==> config.mk <==
export PLATFORM = sky130hd
export DESIGN_NAME = keypad_scanner
export DESIGN_NICKNAME = d
export VERILOG_FILES = /design/src/rtl/keypad_pkg.sv /design/src/rtl/keypad_tick_gen.sv /design/src/rtl/keypad_scanner.sv
export SDC_FILE = /design/constraint.sdc
export NUM_CORES = 1
export LEC_CHECK = 0
export CORE_UTILIZATION = 52
export CTS_CLUSTER_DIAMETER = 40
export DETAILED_ROUTE_END_ITERATION = 8
export PLACE_DENSITY_LB_ADDON = 0.1
export SYNTH_ARGS = -nofsm -noshare
export SYNTH_HDL_FRONTEND = slang
export SYNTH_SLANG_ARGS = --single-unit
==> constraint.sdc <==
create_clock -name clk -period 2.1 [get_ports clk]
set_input_delay 0.21 -clock clk [delete_from_list [all_inputs] [get_ports clk]]
set_output_delay 0.21 -clock clk [all_outputs]
set_load 0.005 [all_outputs]
==> src/rtl/keypad_pkg.sv <==
// Shared keypad types and helpers: FSM state encoding, default geometry and
// debounce depth, and the linear key-code function used by the scanner.
// Combinational content only; no latency and no flow control.
package keypad_pkg;

    typedef enum logic [1:0] {
        SCAN = 2'd0,
        DEB  = 2'd1,
        HELD = 2'd2
    } kp_state_t;

    localparam int KP_ROWS           = 5;
    localparam int KP_COLS           = 4;
    localparam int KP_DEBOUNCE_TICKS = 8;

    // Linear key address: row-major over the keypad matrix.
    function automatic int key_code_f(input int row, input int col, input int cols);
        return row * cols + col;
    endfunction

endpackage

==> src/rtl/keypad_tick_gen.sv <==
// Prescaler: one-cycle tick every DIV clk cycles, restartable via clr.
// Latency: first tick DIV cycles after rst/clr is released.
// Backpressure: none; free-running.
//
// Ports: clk, rst (sync, active-high), clr (sync restart), tick (1-cycle strobe).
module keypad_tick_gen #(
    parameter int DIV = 50000
) (
    input  logic clk,
    input  logic rst,
    input  logic clr,
    output logic tick
);

    localparam int            CW   = (DIV > 1) ? $clog2(DIV) : 1;
    localparam logic [CW-1:0] LAST = CW'(DIV - 1);

    logic [CW-1:0] divCnt;

    always_ff @(posedge clk) begin
        if (rst || clr) begin
            divCnt <= '0;
        end else if (divCnt == LAST) begin
            divCnt <= '0;
        end else begin
            divCnt <= divCnt + CW'(1);
        end
    end

    assign tick = (divCnt == LAST);

endmodule

==> src/rtl/keypad_scanner.sv <==
// Keypad scanner: drives one column at a time, debounces a single-row press,
// emits a linear key code with a one-cycle valid pulse per accepted press.
// Latency: accept DEBOUNCE_TICKS scan ticks after first sample; no backpressure.
//
// Ports: clk, rst (sync, active-high), row_in[ROWS] row sense,
//        col_n[COLS] one-hot active-low column drive, key_code[CODE_W],
//        key_valid (1-cycle pulse), key_held (accepted key still down).
// Build option: KEYPAD_REPEAT_EN adds auto-repeat pulses every
//        4*DEBOUNCE_TICKS ticks while the accepted key stays down.
module keypad_scanner
    import keypad_pkg::*;
#(
    parameter  int ROWS           = KP_ROWS,
    parameter  int COLS           = KP_COLS,
    parameter  int SCAN_DIV       = 50000,
    parameter  int DEBOUNCE_TICKS = KP_DEBOUNCE_TICKS,
    localparam int CODE_W         = $clog2(ROWS * COLS)
) (
    input  logic              clk,
    input  logic              rst,
    input  logic [ROWS-1:0]   row_in,
    output logic [COLS-1:0]   col_n,
    output logic [CODE_W-1:0] key_code,
    output logic              key_valid,
    output logic              key_held
);

    localparam int               ROW_W    = (ROWS > 1) ? $clog2(ROWS) : 1;
    localparam int               COL_W    = (COLS > 1) ? $clog2(COLS) : 1;
    localparam int               CNT_W    = $clog2(DEBOUNCE_TICKS + 1);
    localparam logic [CNT_W-1:0] CNT_DONE = CNT_W'(DEBOUNCE_TICKS);

    logic tick;

    keypad_tick_gen #(.DIV(SCAN_DIV)) u_tick (
        .clk  (clk),
        .rst  (rst),
        .clr  (1'b0),
        .tick (tick)
    );

    kp_state_t         state,   stateNext;
    logic [COL_W-1:0]  colIdx,  colNext;
    logic [ROW_W-1:0]  rowIdx,  rowNext;
    logic [CNT_W-1:0]  cnt,     cntNext;
    logic [CNT_W-1:0]  rel,     relNext;
    logic [CODE_W-1:0] keyCode, codeNext;
    logic              keyValid, validNext;
    logic              keyHeld,  heldNext;
`ifdef KEYPAD_REPEAT_EN
    localparam int               RPT_W    = $clog2(4 * DEBOUNCE_TICKS + 1);
    localparam logic [RPT_W-1:0] RPT_DONE = RPT_W'(4 * DEBOUNCE_TICKS);
    logic [RPT_W-1:0]  rpt, rptNext;
`endif

    // Row decode: a press is only meaningful when exactly one row is high;
    // two or more high rows in one column indicate ghosting.
    logic             rowSingle;
    logic [ROW_W-1:0] rowHit;
    logic [COL_W-1:0] colAdv;
    logic             doAccept;

    always_comb begin
        rowHit = '0;
        for (int i = 0; i < ROWS; i++) begin
            if (row_in[i]) rowHit = ROW_W'(i);
        end
        rowSingle = (row_in != '0) && ((row_in & (row_in - ROWS'(1))) == '0);
        colAdv    = (colIdx == COL_W'(COLS - 1)) ? '0 : colIdx + COL_W'(1);
    end

    always_comb begin
        stateNext = state;
        colNext   = colIdx;
        rowNext   = rowIdx;
        cntNext   = cnt;
        relNext   = rel;
        codeNext  = keyCode;
        validNext = 1'b0;
        heldNext  = keyHeld;
        doAccept  = 1'b0;
`ifdef KEYPAD_REPEAT_EN
        rptNext   = rpt;
`endif
        if (tick) begin
            unique case (state)
                SCAN: begin
                    if (rowSingle) begin
                        rowNext   = rowHit;
                        cntNext   = CNT_W'(1);
                        stateNext = DEB;
                        doAccept  = (DEBOUNCE_TICKS == 1);
                    end else begin
                        colNext = colAdv;
                    end
                end
                DEB: begin
                    if (rowSingle && (rowHit == rowIdx)) begin
                        cntNext  = cnt + CNT_W'(1);
                        doAccept = ((cnt + CNT_W'(1)) == CNT_DONE);
                    end else begin
                        cntNext   = '0;
                        colNext   = colAdv;
                        stateNext = SCAN;
                    end
                end
                HELD: begin
                    // Only the accepted row matters; other rows are ignored.
                    if (!row_in[rowIdx]) begin
                        relNext = rel + CNT_W'(1);
`ifdef KEYPAD_REPEAT_EN
                        rptNext = '0;
`endif
                        if ((rel + CNT_W'(1)) == CNT_DONE) begin
                            relNext   = '0;
                            heldNext  = 1'b0;
                            colNext   = colAdv;
                            stateNext = SCAN;
                        end
                    end else begin
                        relNext = '0;
`ifdef KEYPAD_REPEAT_EN
                        rptNext = rpt + RPT_W'(1);
                        if ((rpt + RPT_W'(1)) == RPT_DONE) begin
                            rptNext   = '0;
                            validNext = 1'b1;
                        end
`endif
                    end
                end
                default: stateNext = SCAN;
            endcase

            if (doAccept) begin
                codeNext  = CODE_W'(key_code_f(int'(rowNext), int'(colIdx), COLS));
                validNext = 1'b1;
                heldNext  = 1'b1;
                cntNext   = '0;
                relNext   = '0;
                stateNext = HELD;
`ifdef KEYPAD_REPEAT_EN
                rptNext   = '0;
`endif
            end
        end
    end

    always_ff @(posedge clk) begin
        if (rst) begin
            state    <= SCAN;
            colIdx   <= '0;
            rowIdx   <= '0;
            cnt      <= '0;
            rel      <= '0;
            keyCode  <= '0;
            keyValid <= 1'b0;
            keyHeld  <= 1'b0;
`ifdef KEYPAD_REPEAT_EN
            rpt      <= '0;
`endif
        end else begin
            state    <= stateNext;
            colIdx   <= colNext;
            rowIdx   <= rowNext;
            cnt      <= cntNext;
            rel      <= relNext;
            keyCode  <= codeNext;
            keyValid <= validNext;
            keyHeld  <= heldNext;
`ifdef KEYPAD_REPEAT_EN
            rpt      <= rptNext;
`endif
        end
    end

    // Masking with rst keeps a pulse already registered from leaking out
    // during the reset cycle.
    assign key_valid = keyValid & ~rst;
    assign key_code  = keyCode;
    assign key_held  = keyHeld;
    assign col_n     = ~(COLS'(1) << colIdx);

endmodule
==> results.toml <==
[placed_design]
gp_congestion = 0.815
place_ws_ps = -428
place_area_um2 = 2620
place_inst = 349
io_buffers = 17
dp_hpwl_mm = 3.20

[routing]
routed_wl_mm = 4.70
vias = 1914
drt-initial-drc-count = 102
wl_per_cell_um = 13.0
ant_nets = 0
via_per_inst = 5.29
dr.pass1.iters = 4
drc = 0

[critical_path]
cp_max_fo = 6
cp_cell_sequence = "or4b_4 > nor4_4 > buf_6 > buf_4 > nand2_1 > mux2_4 > nor3_2 > a21oi_1 > a21oi_1"
cpLargestDelayFamily = "simple AND/OR/NAND/NOR gates"
required_ps = 2330
endpoint_kind = "flip-flop"
worstSetupStartpointType = "flip-flop"
crit_path_top_delay_cell = "or4b_4"
worstPathArrival_ps = 2320
critPathBufInv = 2
max_stage_delay_ps = 560
critPathKind = "reg2reg"
crit_top_cell = "a21oi_1"

[global_routing]
grt_pass1_wl_mm = 7.62
grt_pass1_vias = 1749
busiest_layer = "met2"
use_met1_pct = 29.7
grt.overflow.total = 0
grt_util_met3_pct = 6.03
antenna_found_initial = 0
grt_use_met2_pct = 36.9
grt_max_degree = 20
grt.total_usage_pct = 23.0

[layout]
nFillCells = 324
post-route-util_pct = 72.9
nets = 326
final_area_um2 = 2920
antenna_cells = 0
final_cells = 362
drive_gt1_share_pct = 26.9
multi_input_area_um2 = 1380
mostFrequentLayoutCells = "nor2_1 (41), buf_4 (40), dfxtp_1 (36)"
ff_latch_area_um2 = 763
area_delta_synth_final_pct = 35.2
mostFrequentLayoutCell = "nor2_1"

[die]
num_rows = 23
start_util_pct = 54.0
die-width_um = 66.4
io_pins = 18
fp.coreArea_um2 = 4000
die-area_um2 = 4410
fp.dieH_um = 66.4

[outcome]
status = "complete, no violations"

[logic_synthesis]
synth_ff_type = "dfxtp_1"
ys_ff_latch = 38
yosysSeqAreaShare_pct = 35.2
synthTopCellsByArea = "dfxtp_1 (35%), nor2_1 (7.3%), mux2i_1 (6.5%), ha_1 (4.6%), xor2_1 (4.1%)"
syn_avg_cell_area_um2 = 8.50
yosysTopAreaCellShare_pct = 35.2
syn_inst = 254
syn_area_um2 = 2160
synth-edff-count = 0
synth_cell_types = 50
synth.net_count = 269
async_reset_ff_share_pct = 0
synth_top_area_cell = "dfxtp_1"
ys.warnings.count = 0

[clock_tree]
path_clk_slew_ps = 80
cts_buffer_depth = 2
htree_num_levels = 2
ctsHoldBuffers = 0
cts_buffers = 5
clkLatencyLatePin_ps = 300
clock_sinks = 38
clockRootBuffer = "clkbuf_8"
tritoncts = "yes"

[sta]
hold_slack_ps = 496
final.min_clock_period_ps = 2090
slew_viol_final = 0
skew_ps = 9.51
finalHoldViolCount = 0
finalSetupTns_ps = 0
slew_headroom_pct = 71.6
timing.final.ws_setup_ps = 10.8
setup_viol = 0
tightest_slew_ps = 426
fin_crit_sh_pct = 99.5
rsz0062_at_grt = "true"
max_freq_mhz = 479

[power]
p_leak_nw = 1.15
finalPower_mw = 1.62
max-vdd-ir-drop_mv = 0.466
power.density_nw_per_um2 = 556

[job]
maxCapViolations = 0

[min_path]
min_path_type = "reg2reg"
==> registers in the layout, indices dropped and copies added, names as in the netlist <==
signal and flops:
cnt 4, colIdx 2, keyValid 1, key_code 5, key_held 1, rel 4, rowIdx 3, state 2
u_tick.divCnt 16
==> cell usage after synthesis (all sizes together), types with 2 or more instances <==
library cell  number
nor4b              4
ha                 8
or4b               2
nand2b             4
mux2               2
a21oi             14
and4               2
clkbuf             7
nand3             11
nor2b              3
nor4               4
o21ai              6
or2                2
or3                4
nand4              2
nor3               7
o211ai             2
xor2              10
dfxtp             38
xnor2              6
nor2              42
buf                4
nand2             15
and3               3
a211oi             6
inv               15
mux2i             14
==> metal layers <==
metal | vias to the layer above | routed length (um)
li1 | 996 | -
met1 | 897 | 2320
met2 | 16 | 2200
met3 | 5 | 129
met4 | 0 | 46
met5 | - | 0
==> what timing repair did <==
action                                  4_1_cts  5_1_grt
gates resized for setup                      10       20
buffers inserted                              3        2
pin swaps                                     4        8
gates cloned                                  0        0
endpoints found under the setup margin       10       16
==> worst register-to-register path: cells and delay by family, from the launching register on <==
family,cells,cell delay (ps)
buf+inv,2,280
simple gates,4,930
compound gates,2,200
flops,1,340
mux,1,270
==> kinds of logic after synthesis <==
kind of cell / share of synthesized area [%]
AOI/OAI and AO/OA: 11.9
xor gates and xnor gates: 6.49
adders and majority gates: 4.64
buffers and inverters: 6.20
DFF: 35.2
muxes: 7.54
and+or+nand+nor: 27.9
==> power by group <==
group,internal [mW],total [mW],leakage (nW),switching [mW]
sequential,0.727,0.731,0.308,0.00421
clock,0.476,0.756,0.0683,0.280
combinational,0.0659,0.135,0.775,0.0688
total,1.27,1.62,1.15,0.353
==> path summary, 6_finish.rpt <==
kind,startpoint,to,slack (ps),cells past startpoint
min,key_held$_SDFFE_PP0P_,key_held$_SDFFE_PP0P_,500,2
min reg2reg,key_held$_SDFFE_PP0P_,key_held$_SDFFE_PP0P_,500,2
max reg2reg,u_tick.divCnt[10]$_SDFF_PP0_,rel[2]$_SDFFE_PP0P_,10,9
max,u_tick.divCnt[10]$_SDFF_PP0_,rel[2]$_SDFFE_PP0P_,10,9
==> layout make-up <==
type / instances / share of cell area, %
clock buffers: 5 / 2.36
clock inverters: 3 / 2.36
inverters: 15 / 2.02
multi-input cells: 190 / 47.3
flip-flops and latches: 38 / 26.2
well taps: 50 / 2.14
repair buffers: 61 / 17.7
Note: power is estimated with default switching activity, not from simulation.
